**config.mk**
```make
export PLATFORM = sky130hd
export DESIGN_NAME = coin_input_conditioner_flat
export DESIGN_NICKNAME = d
export VERILOG_FILES = /design/src/rtl/coin_input_conditioner_if.sv /design/src/rtl/coin_input_conditioner.sv /design/src/flat_wrapper.sv
export SDC_FILE = /design/constraint.sdc
export NUM_CORES = 1
export LEC_CHECK = 0
export CAP_MARGIN = 20
export CORE_MARGIN = 2
export CORE_UTILIZATION = 53
export CTS_CLUSTER_DIAMETER = 150
export DETAILED_ROUTE_END_ITERATION = 6
export PLACE_DENSITY = 0.79
export SYNTH_ARGS = -nofsm -noshare
export SYNTH_HDL_FRONTEND = slang
export SYNTH_SLANG_ARGS = --single-unit
```
**constraint.sdc**
```tcl
create_clock -name clk -period 1.96 [get_ports clk]
set_clock_uncertainty 0.05 [all_clocks]
set_input_delay 0.196 -clock clk [delete_from_list [all_inputs] [get_ports clk]]
set_output_delay 0.196 -clock clk [all_outputs]
set_load 0.01 [all_outputs]
```
**src/rtl/coin_input_conditioner_if.sv**
```systemverilog
// Coin input conditioner bus.
// Carries the raw sensor/button levels and the downstream accept indication
// into the conditioner, and the conditioned event pulses, coin-return
// command and queued-event flags back out.
//   master : environment side, which drives the raw inputs and accept and reads the events
//   slave  : conditioner side, which reads the raw inputs and accept and drives the events
interface coin_input_conditioner_if;
  logic       fifty_raw;
  logic       dollar_raw;
  logic       cancel_raw;
  logic       accept;
  logic       fifty;
  logic       dollar;
  logic       cancel;
  logic       coin_reject;
  logic [2:0] pending;

  modport master (
    output fifty_raw, dollar_raw, cancel_raw, accept,
    input  fifty, dollar, cancel, coin_reject, pending
  );

  modport slave (
    input  fifty_raw, dollar_raw, cancel_raw, accept,
    output fifty, dollar, cancel, coin_reject, pending
  );
endinterface

```
**src/rtl/coin_input_conditioner.sv**
```systemverilog
// Coin input conditioner.
// This block synchronises and debounces the two coin sensors and the cancel
// button. It turns each debounced rising level into one event and queues the
// events as pending flags. It issues the events one at a time to the vending
// FSM, with cancel first, then dollar, then fifty. A coin that cannot be taken
// produces a coin-return pulse.
//   clk  : system clock, rising edge
//   rst  : synchronous, active-high reset
//   bus.fifty_raw / dollar_raw / cancel_raw : async bouncy inputs
//   bus.accept      : downstream ready for coins
//   bus.fifty / dollar / cancel : single-cycle registered events
//   bus.coin_reject : single-cycle coin-return command
//   bus.pending     : {cancel, dollar, fifty} queued-event flags
module coin_input_conditioner #(
  parameter int unsigned DEBOUNCE = 4
) (
  input logic                    clk,
  input logic                    rst,
  coin_input_conditioner_if.slave bus
);
  localparam int unsigned CW = $clog2(DEBOUNCE);
  localparam logic [CW-1:0] CNT_LAST = CW'(DEBOUNCE - 1);

  // Channel index: 0 = fifty, 1 = dollar, 2 = cancel
  logic [2:0]    w_raw;
  logic [2:0]    r_sync1;
  logic [2:0]    r_sync2;
  logic [2:0]    r_level;
  logic [CW-1:0] r_cnt [3];
  logic [2:0]    r_pending;
  logic          r_fifty;
  logic          r_dollar;
  logic          r_cancel;
  logic          r_coin_reject;

  logic [2:0]    w_rise;
  logic [2:0]    w_issue;
  logic [2:0]    w_set;
  logic          w_reject;
  logic [2:0]    w_pending_nxt;

  assign w_raw = {bus.cancel_raw, bus.dollar_raw, bus.fifty_raw};

  always_ff @(posedge clk) begin
    if (rst) begin
      r_sync1 <= '0;
      r_sync2 <= '0;
      r_level <= '0;
      for (int unsigned i = 0; i < 3; i++) r_cnt[i] <= '0;
    end else begin
      r_sync1 <= w_raw;
      r_sync2 <= r_sync1;
      for (int unsigned i = 0; i < 3; i++) begin
        if (r_sync2[i] == r_level[i]) begin
          r_cnt[i] <= '0;
        end else if (r_cnt[i] == CNT_LAST) begin
          r_level[i] <= r_sync2[i];
          r_cnt[i]   <= '0;
        end else begin
          r_cnt[i] <= r_cnt[i] + CW'(1);
        end
      end
    end
  end

  always_comb begin
    w_rise  = '0;
    w_issue = '0;
    w_set   = '0;
    // The event is decoded from the pre-update state. The pending flag
    // therefore sets on the same edge that the debounced level rises.
    for (int unsigned i = 0; i < 3; i++)
      w_rise[i] = r_sync2[i] & ~r_level[i] & (r_cnt[i] == CNT_LAST);

    w_issue[2] = r_pending[2];
    w_issue[1] = ~r_pending[2] & bus.accept & r_pending[1];
    w_issue[0] = ~r_pending[2] & bus.accept & ~r_pending[1] & r_pending[0];

    // A coin whose flag is already set is refused even when accept is high.
    w_set[2]   = w_rise[2];
    w_set[1:0] = w_rise[1:0] & ~r_pending[1:0] & {2{bus.accept}};
    w_reject   = |(w_rise[1:0] & (r_pending[1:0] | {2{~bus.accept}}));

    w_pending_nxt = (r_pending & ~w_issue) | w_set;
  end

  always_ff @(posedge clk) begin
    if (rst) begin
      r_pending     <= '0;
      r_fifty       <= 1'b0;
      r_dollar      <= 1'b0;
      r_cancel      <= 1'b0;
      r_coin_reject <= 1'b0;
    end else begin
      r_pending     <= w_pending_nxt;
      r_fifty       <= w_issue[0];
      r_dollar      <= w_issue[1];
      r_cancel      <= w_issue[2];
      r_coin_reject <= w_reject;
    end
  end

  assign bus.fifty       = r_fifty;
  assign bus.dollar      = r_dollar;
  assign bus.cancel      = r_cancel;
  assign bus.coin_reject = r_coin_reject;
  assign bus.pending     = r_pending;
endmodule
```
**src/flat_wrapper.sv**
```systemverilog
// flat-port wrapper written by rule: the top's interface ports become plain ports
module coin_input_conditioner_flat 
#(
  parameter int unsigned DEBOUNCE = 4
)
  (clk, rst, bus_fifty_raw, bus_dollar_raw, bus_cancel_raw, bus_accept, bus_fifty, bus_dollar, bus_cancel, bus_coin_reject, bus_pending);
  coin_input_conditioner_if bus_i ();
  input logic clk;
  input logic rst;
  input wire logic [$bits(bus_i.fifty_raw)-1:0] bus_fifty_raw;
  input wire logic [$bits(bus_i.dollar_raw)-1:0] bus_dollar_raw;
  input wire logic [$bits(bus_i.cancel_raw)-1:0] bus_cancel_raw;
  input wire logic [$bits(bus_i.accept)-1:0] bus_accept;
  output wire logic [$bits(bus_i.fifty)-1:0] bus_fifty;
  output wire logic [$bits(bus_i.dollar)-1:0] bus_dollar;
  output wire logic [$bits(bus_i.cancel)-1:0] bus_cancel;
  output wire logic [$bits(bus_i.coin_reject)-1:0] bus_coin_reject;
  output wire logic [$bits(bus_i.pending)-1:0] bus_pending;
  assign bus_i.fifty_raw = bus_fifty_raw;
  assign bus_i.dollar_raw = bus_dollar_raw;
  assign bus_i.cancel_raw = bus_cancel_raw;
  assign bus_i.accept = bus_accept;
  assign bus_fifty = bus_i.fifty;
  assign bus_dollar = bus_i.dollar;
  assign bus_cancel = bus_i.cancel;
  assign bus_coin_reject = bus_i.coin_reject;
  assign bus_pending = bus_i.pending;
  coin_input_conditioner #(.DEBOUNCE(DEBOUNCE)) u_core (.clk(clk), .rst(rst), .bus(bus_i));
endmodule
```
# Yosys cells after proc, flatten, opt, wreduce, memory -nomap -nowiden
# Memories as Yosys holds them, arrays and structs flattened.
# Index checks and enable logic that the tools add are counted.
[totals]
elab_cells = 104
out_inout_bits = 7
regBits = 16
ram_bits = 6
in_bits = 6
memories = 1
[classes]
n_eq_ne = 6
bitwise = 36
reduce_logical = 4
addsub = 3
n_mux = 44
[mem_list]
columns = ["memory", "words", "width", "rd", "rd_ports_with_merged_regs", "wr", "line_no", "rtl"]
rows = [
  ["u_core.r_cnt", 3, 2, 3, 0, 3, "coin_input_conditioner.sv:29", "logic [CW-1:0] r_cnt [3];"],
]
[op_table]
columns = ["cell", "count"]
rows = [
  ["1-bit 2-to-1 mux", 35],
  ["2-bit 2-to-1 mux", 9],
  ["1-bit bitwise AND", 10],
  ["1-bit inverter", 9],
  ["1-bit bitwise OR", 9],
  ["2-bit by 1-bit adder with 2-bit output, second input constant", 3],
  ["2-bit bitwise AND", 3],
  ["2-bit equality test, second input constant", 3],
  ["2-bit AND reduction", 3],
  ["3-bit bitwise AND", 1],
  ["1-bit equality test", 3],
  ["3-bit inverter", 1],
  ["3-bit bitwise OR", 1],
  ["2-bit inverter", 1],
  ["2-bit bitwise OR", 1],
  ["2-bit OR reduction", 1],
]

# Logic depth before layout (Yosys ltp)
# Gate-level depths: netlist of the first run.
[depth]
ltp_word = 7
mapped_depth = 5
depth_no_buf = 5

# Least setup slack after synthesis of the first run
# OpenSTA, ideal clock, no wires.
[synth_timing]
path_kind = "reg2reg"
from = "reg u_core.r_level[2]"
to = "reg u_core.r_level[2]"
stages_incl_launch_ff = 6
arrival_time_ps = 1004
path_slack_ps = 778
t_required_ps = 1782
n_path_buf = 0
synth_period_minus_slack_ps = 1182
setup_time_ps = 128
path_cell_list = "dfxtp_1 inv_1 ha_1 nor2b_1 mux2i_1 nor2_1"
[synth_via]
elab_chain_cells = 3
[synth_rtl]
columns = ["element", "line_no", "rtl"]
rows = [
  ["from (decl)", "coin_input_conditioner.sv:28", "logic [2:0] r_level;"],
  ["from (signal, indexed assignment)", "coin_input_conditioner.sv:57", "r_level[i] <= r_sync2[i];"],
  ["1-bit equality test", "coin_input_conditioner.sv:54", "if (r_sync2[i] == r_level[i]) begin"],
  ["1-bit inverter (no source line)", "--", ""],
  ["2-bit AND reduction (no source line)", "--", ""],
]
# No other way between the ends.
# A chain may end at the register's enable or synchronous reset.

# Final worst setup path of the first run
[layout_timing]
from = "reg u_core.r_pending[1] (netlist: u_core.bus.pending[1])"
to = "out bus_pending[1]"
[layout_rtl]
columns = ["element", "line_no", "rtl"]
rows = [
  ["from (decl)", "coin_input_conditioner.sv:30", "logic [2:0] r_pending;"],
  ["from (signal assigned)", "coin_input_conditioner.sv:95", "r_pending <= w_pending_nxt;"],
  ["to (decl)", "flat_wrapper.sv:18", "output wire logic [$bits(bus_i.pending)-1:0] bus_pending;"],
]
# No word-level cell between the ends.

==> summary by stage, run 1 <==
Run status
The run finished with clean final reports.

Clock tree
After clock tree synthesis, the flow added hold-fix buffers numbering 0. The number of buffers created by CTS is 3. In this run the number of H-tree levels came out at 1. Clock tree synthesis found a total of 22 sinks.

Buffers added to address setup during post-CTS repair amount to 0. The clock insertion delay at the later pin of the skew report is 0.29 ns. The tree is rooted in a sky130_fd_sc_hd__clkbuf_4. TritonCTS built the clock tree. The buffer levels on the longest clock path is 2. After clock tree synthesis, the repair step resized 0 gates. The clock slew at the register clock pins of the worst setup and hold paths is 0.11 ns.

Layout
The final non-filler cell area is 1040 µm². The number of antenna diodes in the final layout is 0. The core occupancy in the finished layout is 69.1%. The share of layout cells above drive strength 1 is around 5.4%. The area growth from synthesis to layout is 21.8%.

After the last flow step, the layout net total stands at roughly 110.

Timing
Setup repair after global routing left no endpoint under its margin. Counting I/O delays and the setup requirement, the final critical path takes 1.55 ns. The maximum clock frequency is 645 MHz.

The post-route setup TNS is 0 ns. The number of hold violations in the final report came to 0. The portion of the clock cycle consumed by the worst path in the final layout is 79.1%. The final count of pins violating max slew is 0. Setup violations remaining at the end of the flow were counted as 0.

Hold path
The origin of the worst min-delay path is bus_dollar_raw. In this run the worst hold path is classified as primary input to flop.

Synth
The share of the Yosys chip area taken by registers is between 50 and 60%. The portion of synthesized area spent on multiplexers is 3.51%. The netlist uses 24 different library cells. The fraction of post-synthesis cell area in the top cell type by area is 37.5%. By area, the combinational part of the netlist is dominated by simple AND/OR/NAND/NOR gates. The count of synthesis-stage warnings from yosys is 0. Summing the areas of all and, or, nand and nor instances in the mapped netlist gives 22.5% of the synthesized area.

The average instance in the mapped netlist occupies 11.7 µm². The post-synthesis instance area is 855 µm². The count of mapped cells out of synthesis is 73. The adder and majority gate portion of the synthesized area is 8.78%.

In the post-synthesis netlist, the biggest area contributors are sky130_fd_sc_hd__dfxtp_1 (37%), sky130_fd_sc_hd__edfxtp_1 (21%), sky130_fd_sc_hd__ha_1 (8.8%). The leading area contributor after synthesis is sky130_fd_sc_hd__dfxtp_1. The compound-cell area share of the yosys netlist is under 10%. The synthesized netlist devotes 0% of its cell area to XOR and XNOR gates. In this run, synthesis produced a sequential element count of 22.

Worst setup path
The path type of the worst setup path is flop to output pin. The sort of element at the end of the critical path is an output pin. The worst register-to-register path begins at u_core.r_cnt[0][0]$_SDFFCE_PN0P_.

In this design, the stage delay of the slowest critical-path cell is 0.57 ns. The cell family contributing the most delay on the critical path is buffers and inverters. The critical-path cell with the highest stage delay is sky130_fd_sc_hd__clkdlybuf4s50_1.

The setup slack on the worst flop-to-flop path is ~0.66 ns. The worst setup path startpoint is u_core.bus.pending[1]$_SDFF_PP0_. The largest fanout on the critical path is 7. Data on the critical path is required at its endpoint by 1.71 ns. STA classifies the critical path startpoint as a flop.

For the worst setup path, the data arrival time is 1.30 ns. The number of buffers and inverters on the critical path is 1. The signal on the critical path passes through clkdlybuf4s50_1.

Power and ir drop
The areal power density over the cells is roughly 730 nW/µm². In this run the static leakage power is 0.384 nW. The switching portion of total power is 19.7%. Per report_power, the combinational group accounts for 5.8% of the total. IR analysis of the VDD net gives a maximum drop of 0.513 mV. The internal portion of the total power is 614 µW. The clock network burns 31.0% of the power. In this run, flip-flops and latches consume a little over three fifths of the power. The power spent charging and discharging nets is 150 µW.

Route
Summing over every cut layer, the via total after detailed routing is 570. Once detail routing completed, the nets flagged for antenna violations numbered 0. The pre-antenna-repair detailed-routing pass consisted of 4 iterations. The total wire length is about 1200 µm.

In the final routed layout, each cell accounts on average for 11.1 µm. The number of vias per cell after detailed routing is between 5 and 6. The remaining design rule violation count is 0. In this run, the number of DRC markers left after iteration 0 of detailed routing was 6.

Global routing
The initial antenna violation count was 0. The pin count of the biggest net entering global routing is 14. The via count of the first global-routing pass came to 516. Global routing consumed, over all layers together, between 10% and 20% of the routing resources.

The total grt overflow is 0. The first-pass GRT wire length is slightly above 2000 µm.

Floorplanning
The die extent in x is 44.2 µm. During I/O placement, the number of pins put on the boundary was 13. The initial standard-cell utilization of the core is a little under three fifths.

The floorplan has 14 rows. The die boundary height is about 44 µm. The core region is ~1500 µm². The die covers slightly below 2000 µm².

Placed design
After legalization and detailed placement, the total HPWL measured 933 µm. The last weighted congestion value of the routability-driven placer is 0.713. The cell area reported after detailed placement is 1000 µm². The number of input and output port buffers inserted is 12.

Flow run
Across the run, the number of max-cap violations was 0.
## worst paths after layout
path	endpoint	cells after the start
worst max register to register	u_core.r_cnt[0][1]$_SDFFCE_PN0P_	2
worst min register to register	u_core.r_sync2[1]$_SDFF_PP0_	1
worst max-delay path	bus_pending[1]	1
worst min-delay path	u_core.r_sync1[1]$_SDFF_PP0_	2
## through the flow
step	setup slack (ns)	total power, mW	hold slack, ns	instances
3_5_place_dp	0.427	0.538	0.382	104
5_1_grt	0.323	0.792	0.409	108
6_report	0.410	0.765	0.400	108
4_1_cts	0.404	0.771	0.397	108
2_1_floorplan	0.778	0.518	0.218	78
3_3_place_gp	0.476	0.536	0.372	104
## power by group through the flow
| stage | Combinational [mW] | Sequential [mW] | Clock (mW) |
|---|---|---|---|
| global route | 0.0494 | 0.485 | 0.258 |
| CTS | 0.0440 | 0.483 | 0.243 |
| finish | 0.0444 | 0.483 | 0.237 |
| floorplan | 0.0260 | 0.492 | 0 |
| global placement | 0.0426 | 0.493 | 0 |
| detailed placement | 0.0442 | 0.494 | 0 |
## state kept, by name, indices dropped and copies added, names as in the netlist
signal                  flops
u_core.bus.cancel           1
u_core.bus.coin_reject      1
u_core.bus.dollar           1
u_core.bus.fifty            1
u_core.bus.pending          3
u_core.r_cnt                6
u_core.r_level              3
u_core.r_sync1              3
u_core.r_sync2              3
## logic make-up (layout without fill, tap and decap cells)
group / Yosys count / count (layout)
and+or+nand+nor: 31 / 31
DFF: 22 / 22
adders and majority gates: 6 / 6
buffers and inverters: 6 / 20
AOI/OAI and AO/OA: 4 / 4
muxes: 3 / 3
other: 1 / 6
## layout by cell type (no fill, tap or decap), drive strengths merged
cell           instances
nor4                   3
buf                    1
nand4b                 1
nor4bb                 1
nor2b                  9
mux2i                  3
clkbuf                 4
ha                     6
nor3                   1
nor3b                  1
a22oi                  1
conb                   6
inv                    3
dfxtp                 16
nor2                   4
nand2                  2
or2                    1
nor4b                  4
a31oi                  2
nand2b                 2
a21oi                  1
edfxtp                 6
clkdlybuf4s50         12
nand3                  2
## per-layer routing
metal  vias to the layer above  share of wire, %  wire length, µm  GRT usage [%]
met5                         -                 0                0              0
met4                         0               1.0               12           7.27
met3                         2               6.1               73           2.45
met2                        21                47              565           24.1
met1                       259                45              544           17.8
li1                        288                 -                -              -
## layout make-up
cell class	count	area, µm²
inverters	3	11.3
flip-flops and latches	22	500
repair buffers	13	128
clock buffers	4	36.3
well taps	16	20.0
fillers	114	465
multi-input cells	50	345
## Yosys cell counts, drive strengths merged
library cell and number:
inv 3, nor4b 4, mux2i 3, nor3b 1, nor2b 9, nor2 4, conb 1, nand3 2
or2 1, dfxtp 16, edfxtp 6, buf 3, nor4bb 1, nand2b 2, nand4b 1, nor4 3
ha 6, a21oi 1, a31oi 2, a22oi 1, nor3 1, nand2 2
Note: power is estimated with default switching activity, not from simulation.
==> inputs of run 2 (changes only) <==
Settings changed: CORE_UTILIZATION 53 to 45, PLACE_DENSITY 0.79 to 0.71.
Clock period 1.96 ns to 1.3 ns, I/O delays scaled along.
==> run 2 against run 1 <==
Clock power is 53% higher. Combinational power grew 80%. Hold slack got worse by 0.085 ns. Largest power group unchanged.
==> summary by stage, run 2 (synthesis results as in run 1) <==
Run status
The run finished with clean final reports.

Worst setup path
The worst reg2reg path depth is 5 (+3). The reg-to-reg critical path endpoint is u_core.r_level[1]$_SDFFE_PP0N_. The signal on the critical path passes through inv_1 -> ha_1 -> nand2b_1 -> mux2i_1 -> nor2_1.

The signal arrival time at the worst endpoint is 1.41 ns (+0.11 ns). The largest fanout on the critical path is 3 (-4). The termination of the worst setup path is u_core.r_level[1]$_SDFFE_PP0N_.

The critical path depth came to 5 (+4). The sort of element at the start of the critical path is a flop. The peak per-stage delay on the critical path was 0.35 ns (-0.22 ns). The sort of element at the end of the critical path is a flop. Tracing the worst setup path back leads to its startpoint at u_core.r_level[1]$_SDFFE_PP0N_. The path type of the worst setup path is flop to flop.

Among cell families on the critical path, the largest total delay comes from flip-flops. The critical-path cell with the highest stage delay is sky130_fd_sc_hd__dfxtp_1. The data required time of the worst path is 1.46 ns (-0.25 ns). The setup slack on the worst flop-to-flop path is 0.05 ns (-0.61 ns). The count of buffering cells on the critical path with inverters included is 1 (unchanged). The critical register-to-register path startpoint is u_core.r_level[1]$_SDFFE_PP0N_.

Floorplanning
The initial standard-cell utilization of the core came to 48.4% (-8.3 points). The number of cell rows was 15 (+1). The count of pins on the block boundary is 13 (unchanged).

The area of the die is 2260 µm² (+16%). The core area is 1760 µm² (+17%). The die boundary height is 47.6 µm (+7.8%). The die extent in x came to 47.6 µm (+7.8%).

Layout
The core occupancy in the finished layout is 63.3% (-5.8 points). The number of flip-flops in the largest register is 6 (unchanged). The final non-filler cell area is 1120 µm² (+7.3%). The antenna cell count came to 0 (unchanged). The share of layout cells above drive strength 1 is 16.0% (+11 points). The library cells used most frequently in the layout, excluding fill and tap cells, are sky130_fd_sc_hd__dfxtp_1 (15), sky130_fd_sc_hd__nor2b_1 (8), sky130_fd_sc_hd__dlygate4sd2_1 (7). The final-layout fill cell count was 159 (+39%). The area growth from synthesis to layout is 30.7%. Leaving out fill and tap cells, the most frequent cell in the layout is sky130_fd_sc_hd__dfxtp_1. Counting flops per register, the top entry is u_core.r_cnt. The total number of nets in the final design is 107 (+1.9%).

Route
The remaining design rule violation count was 0 (unchanged). The number of DRC violations after detailed-routing iteration 0 came to 6 (unchanged). The total iterations of the first detailed-routing run is 4 (unchanged). The via total after detailed routing was 583 (+2.3%). The total wire length is 1300 µm (+9.0%). The number of nets with antenna violations after routing was 0 (unchanged). The number of vias per cell after detailed routing came to 4.90 (-7.2%). The wire length per cell after detailed routing is 11.0 µm (-1.0%).

Timing
Of the available clock period, the critical path in the final layout requires 96.3%. Subtracting the final worst setup slack from the clock period gives about 1.3 ns. The number of hold violations in the final report is 0 (unchanged). The total of endpoints with negative setup slack in the final report is 0 (unchanged).

Based on the critical path, the design can be clocked at up to 798 MHz. The final count of pins violating max slew is 0 (unchanged). The post-route setup TNS is 0 ns (unchanged).

The final setup slack of the worst path is 0.0476 ns (-0.363 ns).

Placed design
The number of input and output port buffers inserted came to 12 (unchanged). The post-DP HPWL is 921 µm (-1.3%). The last weighted congestion value of the routability-driven placer is 0.761 (+6.8%). The cell area reported after detailed placement is 1040 µm² (+3.9%). The minimum setup slack after placement came to -0.0765 ns (-0.503 ns).

Power and ir drop
The total power consumption of the routed design is 1.17 mW (+53%). The worst voltage drop across the vdd grid is 0.695 mV (+35%). The portion of total power attributed to the clock network is 30.9% (about the same). The static leakage is 0.434 nW (+13%). The switching portion of total power is 20.0% (+0.36 points).

The internal cell power is 937 µW (+53%). The power spent charging and discharging nets is 235 µW (+56%). The combinational share of power is 6.8% (+1.0 points). The areal power density over the cells is 1050 nW/µm² (+43%). The portion of total power attributed to sequential cells is 62.3% (-0.9 points).

Clock tree
The clock sink count came to 22 (unchanged). The post-CTS setup repair buffer count is 0 (unchanged). The number of buffers created by CTS is 3 (unchanged). The clock slew at the register clock pins of the worst setup and hold paths is 0.12 ns (about the same). The buffer levels on the longest clock path was 2 (unchanged). The CTS tree is done. The number of H-tree levels is 1 (unchanged). The clock insertion delay at the later pin of the skew report was 0.30 ns (about the same). The clock tree root driver cell is sky130_fd_sc_hd__clkbuf_4.

Global routing
The via count of the first global-routing pass was 459 (-11%). The total track usage was 13.0% (-1.3 points). The initial antenna violation count came to 0 (unchanged). The pin count of the biggest net entering global routing is 19 (+5). The first-pass GRT wire length is 1950 µm (-6.0%). The total grt overflow was 0 (unchanged).

Hold path
In this run the most critical hold path is launched from bus_dollar_raw. The type of the tightest min-delay check is primary input to flop.

Flow run
The max-cap violation count is 0 (unchanged).
-- run 2: changes by cell type in the layout (fill, tap and decap cells not counted), sizes merged --
cell	delta
clkdlybuf4s50	-7
dlygate4sd2	+7
buf	+2
-- run 2: what timing repair did --
item	CTS	global route
hold buffers	0	0
resized for setup	9	6
setup endpoints to repair	8	5
-- run 2: per-layer routing --
layer / up-vias / part of all wire, % / GRT usage, %
met1: 272 / 43 / 14.7
met4: 0 / 1.0 / 9.73
met3: 2 / 4.2 / 2.26
li1: 296 / - / -
met2: 13 / 52 / 21.9
met5: - / 0 / 0
-- run 2: through the flow --
step	hold slack, ns	cells
after detailed placement	0.370	115
after global placement	0.371	115
after floorplan	0.152	78
final	0.315	119
after CTS	0.306	119
after global routing	0.308	119
-- run 2: how the worst min path moves through the flow --
stage	to	slack, ns	cells past startpoint
after floorplan	u_core.bus.cancel$_SDFF_PP0_	0.15	1
after global placement	u_core.r_sync2[1]$_SDFF_PP0_	0.37	1
after detailed placement	u_core.r_sync2[1]$_SDFF_PP0_	0.37	1
after CTS	u_core.r_sync1[1]$_SDFF_PP0_	0.31	2
after global routing	u_core.r_sync1[0]$_SDFF_PP0_	0.31	2
final	u_core.r_sync1[1]$_SDFF_PP0_	0.31	2
-- run 2: area by class of cell --
| class | instances | area (µm²) | share of cell area (%) |
|---|---|---|---|
| Inverter | 3 | 11.3 | 1.01 |
| Timing Repair Buffer | 15 | 146 | 13.1 |
| Multi-Input combinational cell | 50 | 390 | 34.9 |
| Tap cell | 25 | 31.3 | 2.80 |
| Clock buffer | 4 | 36.3 | 3.25 |
| Sequential cell | 22 | 502 | 44.9 |
-- run 2: worst register-to-register path, cell delays in order, from the launching register on --
cell	delay [ns]
sky130_fd_sc_hd__dfxtp_1	0.35
sky130_fd_sc_hd__inv_1	0.04
sky130_fd_sc_hd__ha_1	0.33
sky130_fd_sc_hd__nand2b_1	0.18
sky130_fd_sc_hd__mux2i_1	0.17
sky130_fd_sc_hd__nor2_1	0.05
-- run 2: power by group through the flow --
| stage | combinational (mW) | sequential [mW] | clock [mW] |
|---|---|---|---|
| global route | 0.0892 | 0.733 | 0.406 |
| CTS | 0.0745 | 0.729 | 0.378 |
| detailed placement | 0.0736 | 0.744 | 0 |
| floorplan | 0.0391 | 0.742 | 0 |
| global placement | 0.0720 | 0.743 | 0 |
| finish | 0.0801 | 0.730 | 0.362 |
==> inputs of run 3 (changes only) <==
--- a/config.mk
+++ b/config.mk
@@ -11,5 +11,6 @@
 export CTS_CLUSTER_DIAMETER = 150
 export DETAILED_ROUTE_END_ITERATION = 6
-export PLACE_DENSITY = 0.71
+export HOLD_SLACK_MARGIN = 0.06
+export PLACE_DENSITY = 0.76
 export SYNTH_ARGS = -nofsm -noshare
 export SYNTH_HDL_FRONTEND = slang
==> constraint.sdc (replaced) <==
create_clock -name clk -period 1.3 [get_ports clk]
set_clock_uncertainty 0.05 [all_clocks]
set_input_delay 0.195 -clock clk [delete_from_list [all_inputs] [get_ports clk]]
set_output_delay 0.195 -clock clk [all_outputs]
set_load 0.01 [all_outputs]
==> run 3 against run 2 <==
Fmax rose by 1.2%. Power increased by 13%. Die area is the same. Sequential share of layout area decreased by 0.62 points. Via count down 0.51%. Sequential power about the same. Utilization is 1.2 points higher.
==> summary by stage, run 3 (synthesis results as in run 1) <==
Run status
The run finished with clean final reports.

Placed design
The number of input and output port buffers inserted is 12 (unchanged). The cell area reported after detailed placement is 1050 µm² (+0.24%). The placed cell count is 117 (+1.7%).

The last weighted congestion value of the routability-driven placer is 0.726 (-4.6%). The post-DP HPWL came to 945 µm (+2.6%). The minimum setup slack after placement is -0.0649 ns (+0.0116 ns).

Layout
The final-layout fill cell count came to 150 (-5.7%). The total number of nets in the final design is 109 (+1.9%). The register bank with the most flops is u_core.r_cnt.

The share of layout cells above drive strength 1 is 19.8% (+3.8 points). Compared with the post-synthesis result, the final layout area differs by 33.2%. Leaving out fill and tap cells, the most frequent cells in the layout are sky130_fd_sc_hd__dfxtp_1 (13), sky130_fd_sc_hd__nor2b_1 (8), sky130_fd_sc_hd__dlygate4sd2_1 (7). The final non-filler cell area is 1140 µm² (+1.9%). The core occupancy in the finished layout was 64.5% (+1.2 points). The antenna cell count came to 0 (unchanged).

The storage element area was 504 µm² (+0.50%). The number of flip-flops in the largest register is 6 (unchanged). The area of combinational cells with multiple inputs is 390 µm² (unchanged). The library cell used most frequently in the layout, excluding fill and tap cells, is sky130_fd_sc_hd__dfxtp_1. The non-filler instance count after layout is 121 (+1.7%).

Power and ir drop
The worst voltage drop across the vdd grid is 0.699 mV (+0.49%). The portion of total power attributed to the clock network is 38.7% (+7.8 points). The switching portion of total power is 18.6% (-1.5 points).

The static leakage is 0.446 nW (+2.8%). The portion of total power attributed to sequential cells was 55.1% (-7.2 points). The combinational share of power came to 6.2% (-0.6 points). The total power consumption of the routed design came to 1.32 mW (+13%). The internal cell power is 1.08 mW (+15%). The power spent charging and discharging nets is 246 µW (+4.7%). The areal power density over the cells is 1160 nW/µm² (+11%).

Timing
The maximum clock frequency is 808 MHz (+1.2%). The final count of pins violating max slew is 0 (unchanged). The portion of the clock cycle consumed by the worst path in the final layout was 95.2% (-1.1 points). The final critical path time including I/O delays and setup is 1.24 ns (-0.0147 ns). The total of endpoints with negative setup slack in the final report is 0 (unchanged). The number of hold violations in the final report was 0 (unchanged).

The final setup slack of the worst path is 0.0623 ns (+0.0147 ns).

Clock tree
The number of buffers created by CTS is 3 (unchanged). The number of H-tree levels is 1 (unchanged). The post-cts hold buffer count came to 0 (unchanged). The buffer levels on the longest clock path is 2 (unchanged).

The clock slew at the register clock pins of the worst setup and hold paths is 0.12 ns (about the same). TritonCTS built the clock tree. The clock tree root driver cell is sky130_fd_sc_hd__clkbuf_4. The clock insertion delay at the later pin of the skew report is 0.30 ns (about the same).

The post-CTS setup repair buffer count is 0 (unchanged). The clock sink count is 22 (unchanged).

Floorplanning
The core area is 1760 µm² (unchanged). The count of pins on the block boundary is 13 (unchanged). The area of the die is 2260 µm² (unchanged).

The die boundary height is 47.6 µm (unchanged). The initial standard-cell utilization of the core is 48.4% (unchanged). The number of cell rows is 15 (unchanged). The die extent in x was 47.6 µm (unchanged).

Route
The total wire length is 1410 µm (+7.9%). The wire length per cell after detailed routing is 11.6 µm (+6.1%). The number of nets with antenna violations after routing is 0 (unchanged). The remaining design rule violation count came to 0 (unchanged). The number of vias per cell after detailed routing is 4.79 (-2.2%). The number of DRC violations after detailed-routing iteration 0 is 3 (-3).

The total iterations of the first detailed-routing run came to 3 (-1). The via total after detailed routing is 580 (-0.51%).

Worst setup path
The data required time of the worst path came to 1.37 ns (-0.09 ns). Broken down by cell family, the worst path's largest delay share belongs to flip-flops. The signal arrival time at the worst endpoint was 1.31 ns (-0.10 ns). The peak per-stage delay on the critical path was 0.44 ns (+0.09 ns).

The largest fanout on the critical path is 4 (+1). The largest individual stage delay along the critical path comes from the cell sky130_fd_sc_hd__edfxtp_1. The path type of the worst setup path is flop to flop. The signal on the critical path passes through ha_1 -> nor4b_1.

The worst setup path is captured at a flop. The sort of element at the start of the critical path is a flop. The count of buffering cells on the critical path with inverters included is 0 (-1).

Global routing
The via count of the first global-routing pass is 513 (+12%). The total track usage was 13.7% (+0.63 points). The first-pass GRT wire length was 2070 µm (+6.4%). The total grt overflow is 0 (unchanged).

The pin count of the biggest net entering global routing is 14 (-5). The initial antenna violation count was 0 (unchanged).

Hold path
The type of the tightest min-delay check is primary input to flop.

Flow run
The max-cap violation count is 0 (unchanged).
==> run 3: cell types whose count changed in the layout (fill, tap and decap cells not counted) <==
cell	delta
sky130_fd_sc_hd__buf_4	+3
sky130_fd_sc_hd__dfxtp_1	-2
sky130_fd_sc_hd__dfxtp_2	+2
sky130_fd_sc_hd__buf_12	-1
sky130_fd_sc_hd__bufinv_16	+1
sky130_fd_sc_hd__clkbuf_8	-1
sky130_fd_sc_hd__nor4_1	-1
sky130_fd_sc_hd__nor4_2	+1
sky130_fd_sc_hd__nor4b_1	+1
sky130_fd_sc_hd__nor4b_2	-1
==> run 3: path summary, 6_finish.rpt <==
check	start	to	slack, ns	depth (start not counted)
setup / recovery	u_core.r_cnt[2][0]$_SDFFCE_PN0P_	u_core.r_cnt[2][1]$_SDFFCE_PN0P_	0.06	2
hold / removal	bus_cancel_raw	u_core.r_sync1[2]$_SDFF_PP0_	0.37	2
setup reg to reg	u_core.r_cnt[2][0]$_SDFFCE_PN0P_	u_core.r_cnt[2][1]$_SDFFCE_PN0P_	0.06	2
hold reg to reg	u_core.r_sync1[2]$_SDFF_PP0_	u_core.r_sync2[2]$_SDFF_PP0_	0.40	1
==> run 3: cell type report <==
class / count / share of cell area (%)
Sequential cell: 22 / 44.3
Multi-Input combinational cell: 50 / 34.3
Timing Repair Buffer: 17 / 13.1
Tap cell: 25 / 2.75
Clock inverter: 1 / 2.64
Clock buffer: 3 / 1.98
Inverter: 3 / 0.989
==> run 3: worst reg2reg max path, cell delays in order, from the launching register on <==
cell and delay, ns:
sky130_fd_sc_hd__edfxtp_1 0.44, sky130_fd_sc_hd__ha_1 0.27, sky130_fd_sc_hd__nor4b_1 0.30
==> run 3: timing repair <==
action | 4_1_cts | 5_1_grt
gates cloned | 0 | 0
endpoints found under the setup margin | 7 | 4
resized for setup | 9 | 8
==> run 3: power groups by stage <==
stage                     sequential (mW)  clock [mW]  combinational [mW]
after floorplan                     0.742           0              0.0391
after global placement              0.743           0              0.0712
after detailed placement            0.744           0              0.0743
after CTS                           0.729       0.529              0.0738
after global routing                0.733       0.552              0.0931
final                               0.730       0.512              0.0817
==> run 3: per-layer routing <==
layer	global-route usage (%)	up-vias	wire length [µm]
met5	0	-	0
met4	8.11	0	15
met1	16.9	264	679
met2	21.6	14	656
li1	-	300	-
met3	3.40	2	55
==> run 3: through the flow <==
step	hold slack (ns)	setup TNS, ns
after global placement	0.368	-0.0157
after detailed placement	0.377	-0.113
after CTS	0.366	0
final	0.374	0
after floorplan	0.217	0
after global routing	0.394	-0.0630
